--- src/rtl/mem_dump_pkg.sv ---
// Shared types and default widths for the memory dump reader.
package mem_dump_pkg;

  localparam int DEF_ADDR_W = 8;
  localparam int DEF_DATA_W = 16;

  typedef enum logic [2:0] {
    IDLE,
    REQ,
    CAP,
    OUT,
    FIN
  } state_t;

endpackage

--- src/rtl/mem_dump_reader.sv ---
// Reads a block of words from a synchronous data memory and streams them
// downstream one at a time over a valid/ready handshake.
module mem_dump_reader
  import mem_dump_pkg::*;
#(
  parameter int ADDR_W = DEF_ADDR_W,
  parameter int DATA_W = DEF_DATA_W
) (
  input  logic              clock,
  input  logic              reset,
  input  logic              enable,
  input  logic              start,
  input  logic [ADDR_W-1:0] base_addr,
  input  logic [ADDR_W:0]   count,
  output logic              mem_re,
  output logic [ADDR_W-1:0] mem_addr,
  input  logic [DATA_W-1:0] mem_rdata,
  output logic [DATA_W-1:0] out_data,
  output logic              out_valid,
  input  logic              out_ready,
  output logic              out_last,
  output logic              busy,
  output logic              done
);

  localparam logic [ADDR_W:0]   ONE_CNT  = 1;
  localparam logic [ADDR_W-1:0] ONE_ADDR = 1;

  state_t            state;
  logic [ADDR_W-1:0] addr;
  logic [ADDR_W:0]   remaining;
  logic              reissue;

  // A pause in CAP means the memory's one-cycle data window has passed, so the
  // read is redone when enable returns instead of capturing whatever is there.
  always_ff @(posedge clock) begin
    if (reset) begin
      state     <= IDLE;
      addr      <= '0;
      remaining <= '0;
      reissue   <= 1'b0;
      out_data  <= '0;
      out_valid <= 1'b0;
    end else if (enable) begin
      case (state)
        IDLE: begin
          if (start) begin
            addr      <= base_addr;
            remaining <= count;
            state     <= (count == '0) ? FIN : REQ;
          end
        end
        REQ: state <= CAP;
        CAP: begin
          if (reissue) begin
            reissue <= 1'b0;
            state   <= REQ;
          end else begin
            out_data  <= mem_rdata;
            out_valid <= 1'b1;
            state     <= OUT;
          end
        end
        OUT: begin
          if (out_ready) begin
            out_valid <= 1'b0;
            remaining <= remaining - ONE_CNT;
            addr      <= addr + ONE_ADDR;
            state     <= (remaining > ONE_CNT) ? REQ : FIN;
          end
        end
        FIN:     state <= IDLE;
        default: state <= IDLE;
      endcase
    end else if (state == CAP) begin
      reissue <= 1'b1;
    end
  end

  assign mem_re   = (state == REQ) && enable;
  assign done     = (state == FIN) && enable;
  assign mem_addr = addr;
  assign busy     = (state != IDLE);
  assign out_last = out_valid && (remaining == ONE_CNT);

endmodule

--- config.mk ---
export PLATFORM = sky130hd
export DESIGN_NAME = mem_dump_reader
export DESIGN_NICKNAME = d
export VERILOG_FILES = /design/src/rtl/mem_dump_pkg.sv /design/src/rtl/mem_dump_reader.sv
export SDC_FILE = /design/constraint.sdc
export NUM_CORES = 1
export LEC_CHECK = 0
export BUFFER_PORTS_ARGS = -buffer_cell sky130_fd_sc_hd__buf_2
export CAP_MARGIN = 20
export CORE_AREA = 2 2 67 69
export DETAILED_ROUTE_END_ITERATION = 8
export DIE_AREA = 0 0 69 71
export GPL_TIMING_DRIVEN = 0
export PLACE_DENSITY = 0.77
export SLEW_MARGIN = 20
export SYNTH_ARGS = -nofsm -noshare
export SYNTH_HDL_FRONTEND = slang
export SYNTH_SLANG_ARGS = --single-unit
--- constraint.sdc ---
create_clock -name clock -period 1.9 [get_ports clock]
set_clock_uncertainty 0.2 [all_clocks]
set_input_delay 0.095 -clock clock [delete_from_list [all_inputs] [get_ports clock]]
set_output_delay 0.095 -clock clock [all_outputs]
set_load 0.05 [all_outputs]
Word level (Yosys, flattened, before mapping)
Cells that the tools add are included.
W data, S select, Z words.
- flip-flop bits (word level): 38
- input bits: 38
- output and inout port bits: 29
- logic and storage cells: 48
- $add $sub $neg: 2
- order comparisons: 1
- equality and inequality tests: 8
- multiplexer cells: 18
- bitwise gates (word level): 1
- reductions and logical operators: 12
- operators by type and width (operator ; number):
    $mux W9 ; 2
    $pmux W9 S2 ; 1
    $mux W8 ; 2
    $pmux W8 S2 ; 1
    $mux W3 ; 4
    $pmux W3 S4 ; 1
    $eq A9 B1 Y1 const B ; 1
    $gt A9 B1 Y1 const B ; 1
    $logic_not A9 Y1 ; 1
    $sub A9 B1 Y9 const B ; 1
    $add A8 B1 Y8 const B ; 1
    $reduce_and A4 Y1 ; 2
    $eq A3 B2 Y1 const B ; 2
    $ne A2 B2 Y1 const B ; 3
    $reduce_and A3 Y1 ; 2
    $mux W1 ; 5
    $reduce_bool A2 Y1 ; 2
    $eq A3 B1 Y1 const B ; 1
    $eq A3 B3 Y1 const B ; 1
    $logic_and A1 B1 Y1 ; 3
    $logic_not A3 Y1 ; 1
    $reduce_bool A3 Y1 ; 1
    $mux W2 ; 1
    $pmux W1 S2 ; 1
    $not A1 Y1 ; 1

Logic depth before layout (Yosys ltp)
Gate-level depths: netlist (run 1).
- depth after elaboration: 4
- depth in mapped cells: 7
- mapped depth without buffers: 6

Least setup slack after synthesis (run 1)
OpenSTA, ideal clock, no wires.
- path kind: flip-flop to output port
- start: register state[2]
- end: output port mem_re
- arrival: 1.694 ns
- required time: 1.605 ns
- slack: -0.089 ns
- cell stages (with the launch flop): 3
- buffers on the path: 0
- cell sequence: dfxtp_1 > nand2b_1 > nor3b_1
- longest elaborated chain between the ends: 2
- RTL lines (item ; line ; RTL):
    start: declaration ; mem_dump_reader.sv:29 ; state_t state;
    start signal: assignment ; mem_dump_reader.sv:50 ; state <= (count == '0) ? FIN : REQ;
    start signal: assignment ; mem_dump_reader.sv:69 ; state <= (remaining > ONE_CNT) ? REQ : FIN;
    $eq A3 B1 Y1 ; mem_dump_reader.sv:80 ; assign mem_re = (state == REQ) && enable;
    $logic_and A1 B1 Y1 ; mem_dump_reader.sv:80 ;
    end: declaration ; mem_dump_reader.sv:15 ; output logic mem_re,
No other way between the ends.

Final worst setup path (run 1)
- start: register remaining[6]
- end: output port out_last
- longest elaborated chain between the ends: 2
- RTL lines (item ; line ; RTL):
    start: declaration ; mem_dump_reader.sv:31 ; logic [ADDR_W:0] remaining;
    start signal: assignment ; mem_dump_reader.sv:49 ; remaining <= count;
    start signal: assignment ; mem_dump_reader.sv:67 ; remaining <= remaining - ONE_CNT;
    $eq A9 B1 Y1 ; mem_dump_reader.sv:84 ; assign out_last = out_valid && (remaining == ONE_CNT);
    $logic_and A1 B1 Y1 ; mem_dump_reader.sv:84 ;
    end: declaration ; mem_dump_reader.sv:21 ; output logic out_last,
No other way between the ends.

==> flow_summary.yaml, run 1 <==
route:
  ant_nets: 0
  avgViaCountPerCell: 5.48
  drtIter0Drc: 199
  vias: 2265
  dr.pass1.iters: 4
  drc: 0
  finalWirelength_microns: 5810
  wire_per_inst_microns: 14.1
finish:
  diodes: 0
  layout_common_cells: "buf_2, nand2_1, a21oi_1, dfxtp_1, dlygate4sd3_1"
  stdcell_count: 413
  fin_nets: 401
  final_area_sq_um: 2920
  areaGrowthSynthToFinish_pct: 44.9
  drive_gt1_share_pct: 30.7
  mostFrequentLayoutCell: "buf_2"
floorplan:
  core_area_sq_um: 4200
  chipHeight_microns: 71
  initial_core_util_pct: 47.9
  num_io_pins: 67
  die_x_microns: 69
  rows: 24
  dieArea_sq_um: 4900
timing:
  fmax_mhz: 545
  final_max_slew_viol_count: 0
  hold_viol_final: 0
  setup_viol: 0
  fin_crit_ns: 1.83
  period_share_pct: 96.5
  max_slew_margin_pct: 62.8
  tightest_slew_ns: 0.557
  fin_ws_ns: 0.0657
synth:
  yosysSeqAreaShare_pct: 37.8
  async_reset_ff_share_pct: 0
  yosys_warnings: 0
  synth_area_leaders: "dfxtp_1, a21oi_1, nand2_1"
  ys_types: 48
  synth_ff_type: "dfxtp_1"
  syn_inst: 255
  synth_edf_count: 0
  synth_area_per_cell_sq_um: 7.89
  synth_top_cell_area_share_pct: 37.8
  netlist_area_sq_um: 2010
  synthesis.nets: 296
  yosys.area.top_type: "dfxtp_1"
  ys_ff_latch: 38
pwr:
  seqPwrFrac_pct: 41.8
  p_int_mw: 1.47
  power.share.switching_pct: 32.7
  power_frac_comb_pct: 26.8
  vdd_drop_max_uv: 428
  clock_power_share_pct: 31.3
  power_mw: 2.18
  switching_power_mw: 0.712
  power_density_nw_per_um2: 747
  leakagePower_nw: 1.21
global_routing:
  grt_max_degree: 13
  grt_pass1_wl_microns: 9830
  grt_pass1_vias: 2167
  groute.usage.overall_pct: 24.5
  antenna_found_initial: 0
  grt_overflow: 0
critical_path:
  crit_arrival_ns: 1.54
  crit_required_ns: 1.60
  crit_type: "register to primary output"
  cp-start-kind: "register"
  path_max_fanout: 5
  end_kind: "primary output"
clock_network:
  clock_latency_ns: 0.30
  clockRootBuffer: "clkbuf_8"
  cts_buffers: 5
  clock-sinks: 38
  cts_tree: "built"
  clockBufferDepth: 2
  cts.clk_slew.worst_paths_ns: 0.08
  cts_max_level: 2
placed_design:
  dp_hpwl_microns: 3920
  post_dp_cell_area_sq_um: 2420
  portBuffers: 66
  place_congestion: 0.860
  place_ws_ns: 0.0694
  post-place-cells: 373
flow_run:
  drv_cap: 0
outcome:
  status: "completed"
min_path:
  hp-class: "primary input to register"
[through the flow]
stage	hold slack [ns]	util, %	TNS [ns]
final	0.00368	69.3	0
after global routing	0.0317	69.3	-0.0291
after CTS	0.00340	67.9	0
after detailed placement	0.142	57.5	0
after global placement	0.135	57.5	0
after floorplan	0.0310	-	0
[flip-flops by register name (all words and copies together), names as in the netlist]
signal and count:
out_data 16, remaining 9, mem_addr 8, out_valid 1, state 3, reissue 1
[power by group through the flow]
stage | combinational [mW] | sequential, mW | clock [mW]
2_1_floorplan | 0.277 | 1.00 | 0
3_3_place_gp | 0.500 | 0.914 | 0
3_5_place_dp | 0.507 | 0.917 | 0
4_1_cts | 0.563 | 0.905 | 0.698
5_1_grt | 0.638 | 0.919 | 0.724
6_report | 0.585 | 0.911 | 0.683
[critical path, stage by stage (launching register included)]
cell	delay, ns
dfxtp_1	0.38
nor4_4	0.38
and4_1	0.24
clkbuf_4	0.23
[metal layers]
metal	part of all wire, %	global-route usage, %
met5	0	0
met4	1.9	8.28
met3	6.9	6.13
met2	48	42.1
met1	43	30.0
[final timing paths]
path                            slack, ns            to  cells after the start          from
worst max-delay path                 0.07      out_last                      3  remaining[6]
worst min-delay path                0.004      state[0]                      4     out_ready
worst max register to register       0.08  remaining[2]                      7      state[1]
worst min register to register       0.25   out_data[6]                      2   out_data[6]
[synth_stat cells (3+ instances only)]
cell / number
a211oi_2: 6
a21oi_1: 36
and2_1: 4
buf_2: 9
dfxtp_1: 38
ha_1: 3
inv_1: 4
nand2_1: 41
nand2b_1: 7
nand3_1: 6
nor2_1: 15
nor2b_1: 5
nor3_1: 5
nor3b_1: 5
o21ai_0: 8
o21ai_1: 16
[final cells by class]
class	count	area, sq um
Buffer	16	93.8
Clock buffer	5	68.8
Clock inverter	3	40.0
Fill cell	340	1290
Inverter	4	15.0
Multi-Input combinational cell	197	1220
Sequential cell	38	763
Tap cell	52	65.1
Timing Repair Buffer	98	648
[cell families after synthesis]
kind of cell	synth area share [%]
and+or+nand+nor	27.4
adders and majority gates	1.87
DFF	37.8
AOI/OAI and AO/OA	27.4
buffers and inverters	5.04
muxes	0.498
[timing repair]
| action | CTS | global route |
|---|---|---|
| hold endpoints to repair | 30 | 0 |
| resized for setup | 4 | 15 |
| cloned | 0 | 0 |
| buffers inserted | 0 | 2 |
| pin swaps | 0 | 2 |
| endpoints found under the setup margin | 1 | 26 |
| hold buffers | 30 | 0 |
Power figures use the tool's default switching activity.
==> run 2: changes to the inputs <==
--- a/config.mk
+++ b/config.mk
@@ -8,6 +8,7 @@
 export BUFFER_PORTS_ARGS = -buffer_cell sky130_fd_sc_hd__buf_2
 export CAP_MARGIN = 20
 export CORE_AREA = 2 2 67 69
+export CTS_CLUSTER_SIZE = 14
 export DETAILED_ROUTE_END_ITERATION = 8
 export DIE_AREA = 0 0 69 71
 export GPL_TIMING_DRIVEN = 0
==> constraint.sdc (replaced) <==
create_clock -name clock -period 1.7 [get_ports clock]
set_clock_uncertainty 0.2 [all_clocks]
set_input_delay 0.17 -clock clock [delete_from_list [all_inputs] [get_ports clock]]
set_output_delay 0.17 -clock clock [all_outputs]
set_load 0.05 [all_outputs]
==> run 2 against run 1 <==
Effect of this change:
- the flow now finishes with violations (setup timing)
- utilization up 4.9 points
- die area is the same
- first-iteration DRC count decreased by 2.5%
- flip-flop and latch count stayed put
- via count increased by 3.9%
- sequential share of layout area is 1.2 points lower
- sequential power is 12% higher
- critical path depth unchanged
- hold slack better by 0.037 ns
- total power grew 19%
- non-clock buffer count is 7 higher
- design area grew 7.0%
==> flow_summary.yaml, run 2 (same netlist as run 1, synthesis figures left out) <==
outcome:
  status: "finished with violations"
  violations: "setup timing"
route:
  ant_nets: 0
  drtIter0Drc: 194
  wire_per_inst_microns: 15.5
  vias: 2353
  finalWirelength_microns: 6530
  drc: 0
  avgViaCountPerCell: 5.60
  dr.pass1.iters: 4
timing:
  setup_viol: 11
  fin_crit_ns: 1.77
  period_share_pct: 104
  fin_ws_ns: -0.0691
  max_slew_margin_pct: 59.7
  holdWs_ns: 0.0411
  tns_ns: -0.352
  tightest_slew_ns: 0.605
  hold_viol_final: 0
  fmax_mhz: 565
  rsz0062_at_grt: "true"
  final_max_slew_viol_count: 0
finish:
  multi_input_area_sq_um: 1320
  final_area_sq_um: 3120
  diodes: 0
  mostFrequentLayoutCell: "buf_2"
  drive_gt1_share_pct: 41.3
  layout_common_cells: "buf_2, nand2_1, a21oi_1"
  largest_reg_flops: 16
  areaGrowthSynthToFinish_pct: 55.1
  ff_latch_area_sq_um: 781
  regMostFlops: "out_data"
  nFillCells: 295
  fin_nets: 408
clock_network:
  clock_latency_ns: 0.30
  clock-sinks: 38
  cts_buffers: 5
  cts_max_level: 2
  clockRootBuffer: "clkbuf_8"
  clockBufferDepth: 2
  cts_tree: "built"
  cts.clk_slew.worst_paths_ns: 0.08
placed_design:
  post_dp_cell_area_sq_um: 2420
  place_congestion: 0.836
  portBuffers: 66
  place_ws_ns: -0.233
  dp_hpwl_microns: 3840
critical_path:
  r2r-start: "state[0]"
  crit_type: "register to primary output"
  crit_start: "remaining[8]"
  end_kind: "primary output"
  crit_required_ns: 1.33
  path_max_fanout: 2
  crit_arrival_ns: 1.40
  cp-start-kind: "register"
  rr_worst_depth: 5
  r2r_end: "remaining[3]"
  rrSetupSlack_ns: -0.07
flow_run:
  drv_cap: 0
global_routing:
  antenna_found_initial: 0
  grt_pass1_wl_microns: 10400
  grt_pass1_vias: 2169
  groute.usage.overall_pct: 26.0
  grt_max_degree: 18
  grt_overflow: 0
floorplan:
  dieArea_sq_um: 4900
  num_io_pins: 67
  die_x_microns: 69
  initial_core_util_pct: 47.9
  chipHeight_microns: 71
  core_area_sq_um: 4200
  rows: 24
pwr:
  switching_power_mw: 0.873
  leakagePower_nw: 1.28
  clock_power_share_pct: 30.5
  power_mw: 2.59
  p_int_mw: 1.72
  power_density_nw_per_um2: 830
  power.share.switching_pct: 33.7
  power_frac_comb_pct: 30.1
  seqPwrFrac_pct: 39.5
  vdd_drop_max_uv: 593
min_path:
  hold_path_end: "remaining[8]"
  hp-class: "primary input to register"
  worstHoldStart: "reset"
  whs_path_depth: 3
## run 2: power groups by stage
stage | Clock (mW) | Sequential [mW] | Combinational (mW)
6_report | 0.790 | 1.02 | 0.779
5_1_grt | 0.827 | 1.03 | 0.831
4_1_cts | 0.792 | 1.02 | 0.687
3_5_place_dp | 0 | 1.03 | 0.565
3_3_place_gp | 0 | 1.02 | 0.559
2_1_floorplan | 0 | 1.12 | 0.309
## run 2: worst max path at each step
stage / endpoint / slack, ns
final: out_last / -0.07
after floorplan: remaining[6] / 0.008
after global placement: out_last / -0.23
after global routing: remaining[6] / -0.1
after CTS: out_last / -0.03
after detailed placement: out_last / -0.23
## run 2: area by class of cell
| type | instances | area share, % |
|---|---|---|
| plain buffers | 15 | 3.77 |
| clock buffers | 5 | 2.21 |
| clock inverters | 3 | 1.44 |
| inverters | 4 | 0.642 |
| multi-input cells | 197 | 42.2 |
| flip-flops and latches | 38 | 25.0 |
| well taps | 52 | 2.09 |
| repair buffers | 106 | 22.6 |
## run 2: through the flow
stage | utilization [%] | cells
after floorplan | - | 255
after global placement | 57.6 | 373
after detailed placement | 57.6 | 373
after CTS | 69.8 | 410
after global routing | 74.2 | 420
final | 74.2 | 420
## run 2: repair_timing
item                                    CTS  global route
endpoints found under the hold margin    21             0
resized for setup                        36            31
hold buffers                             22             0
pin swaps                                 4             6
endpoints found under the setup margin   31            39
cloned                                    1             1
buffers inserted                          7             9
## run 2: worst max-delay path: stages, from the launching register on
cell	delay (ns)
dfxtp_1	0.35
nor4_4	0.32
and4_4	0.29
buf_8	0.15
## run 2: layer usage
metal / global-route usage, % / part of all wire [%]
met5: 0 / 0
met4: 8.71 / 2.4
met3: 5.56 / 7.4
met2: 45.2 / 50
met1: 32.1 / 40
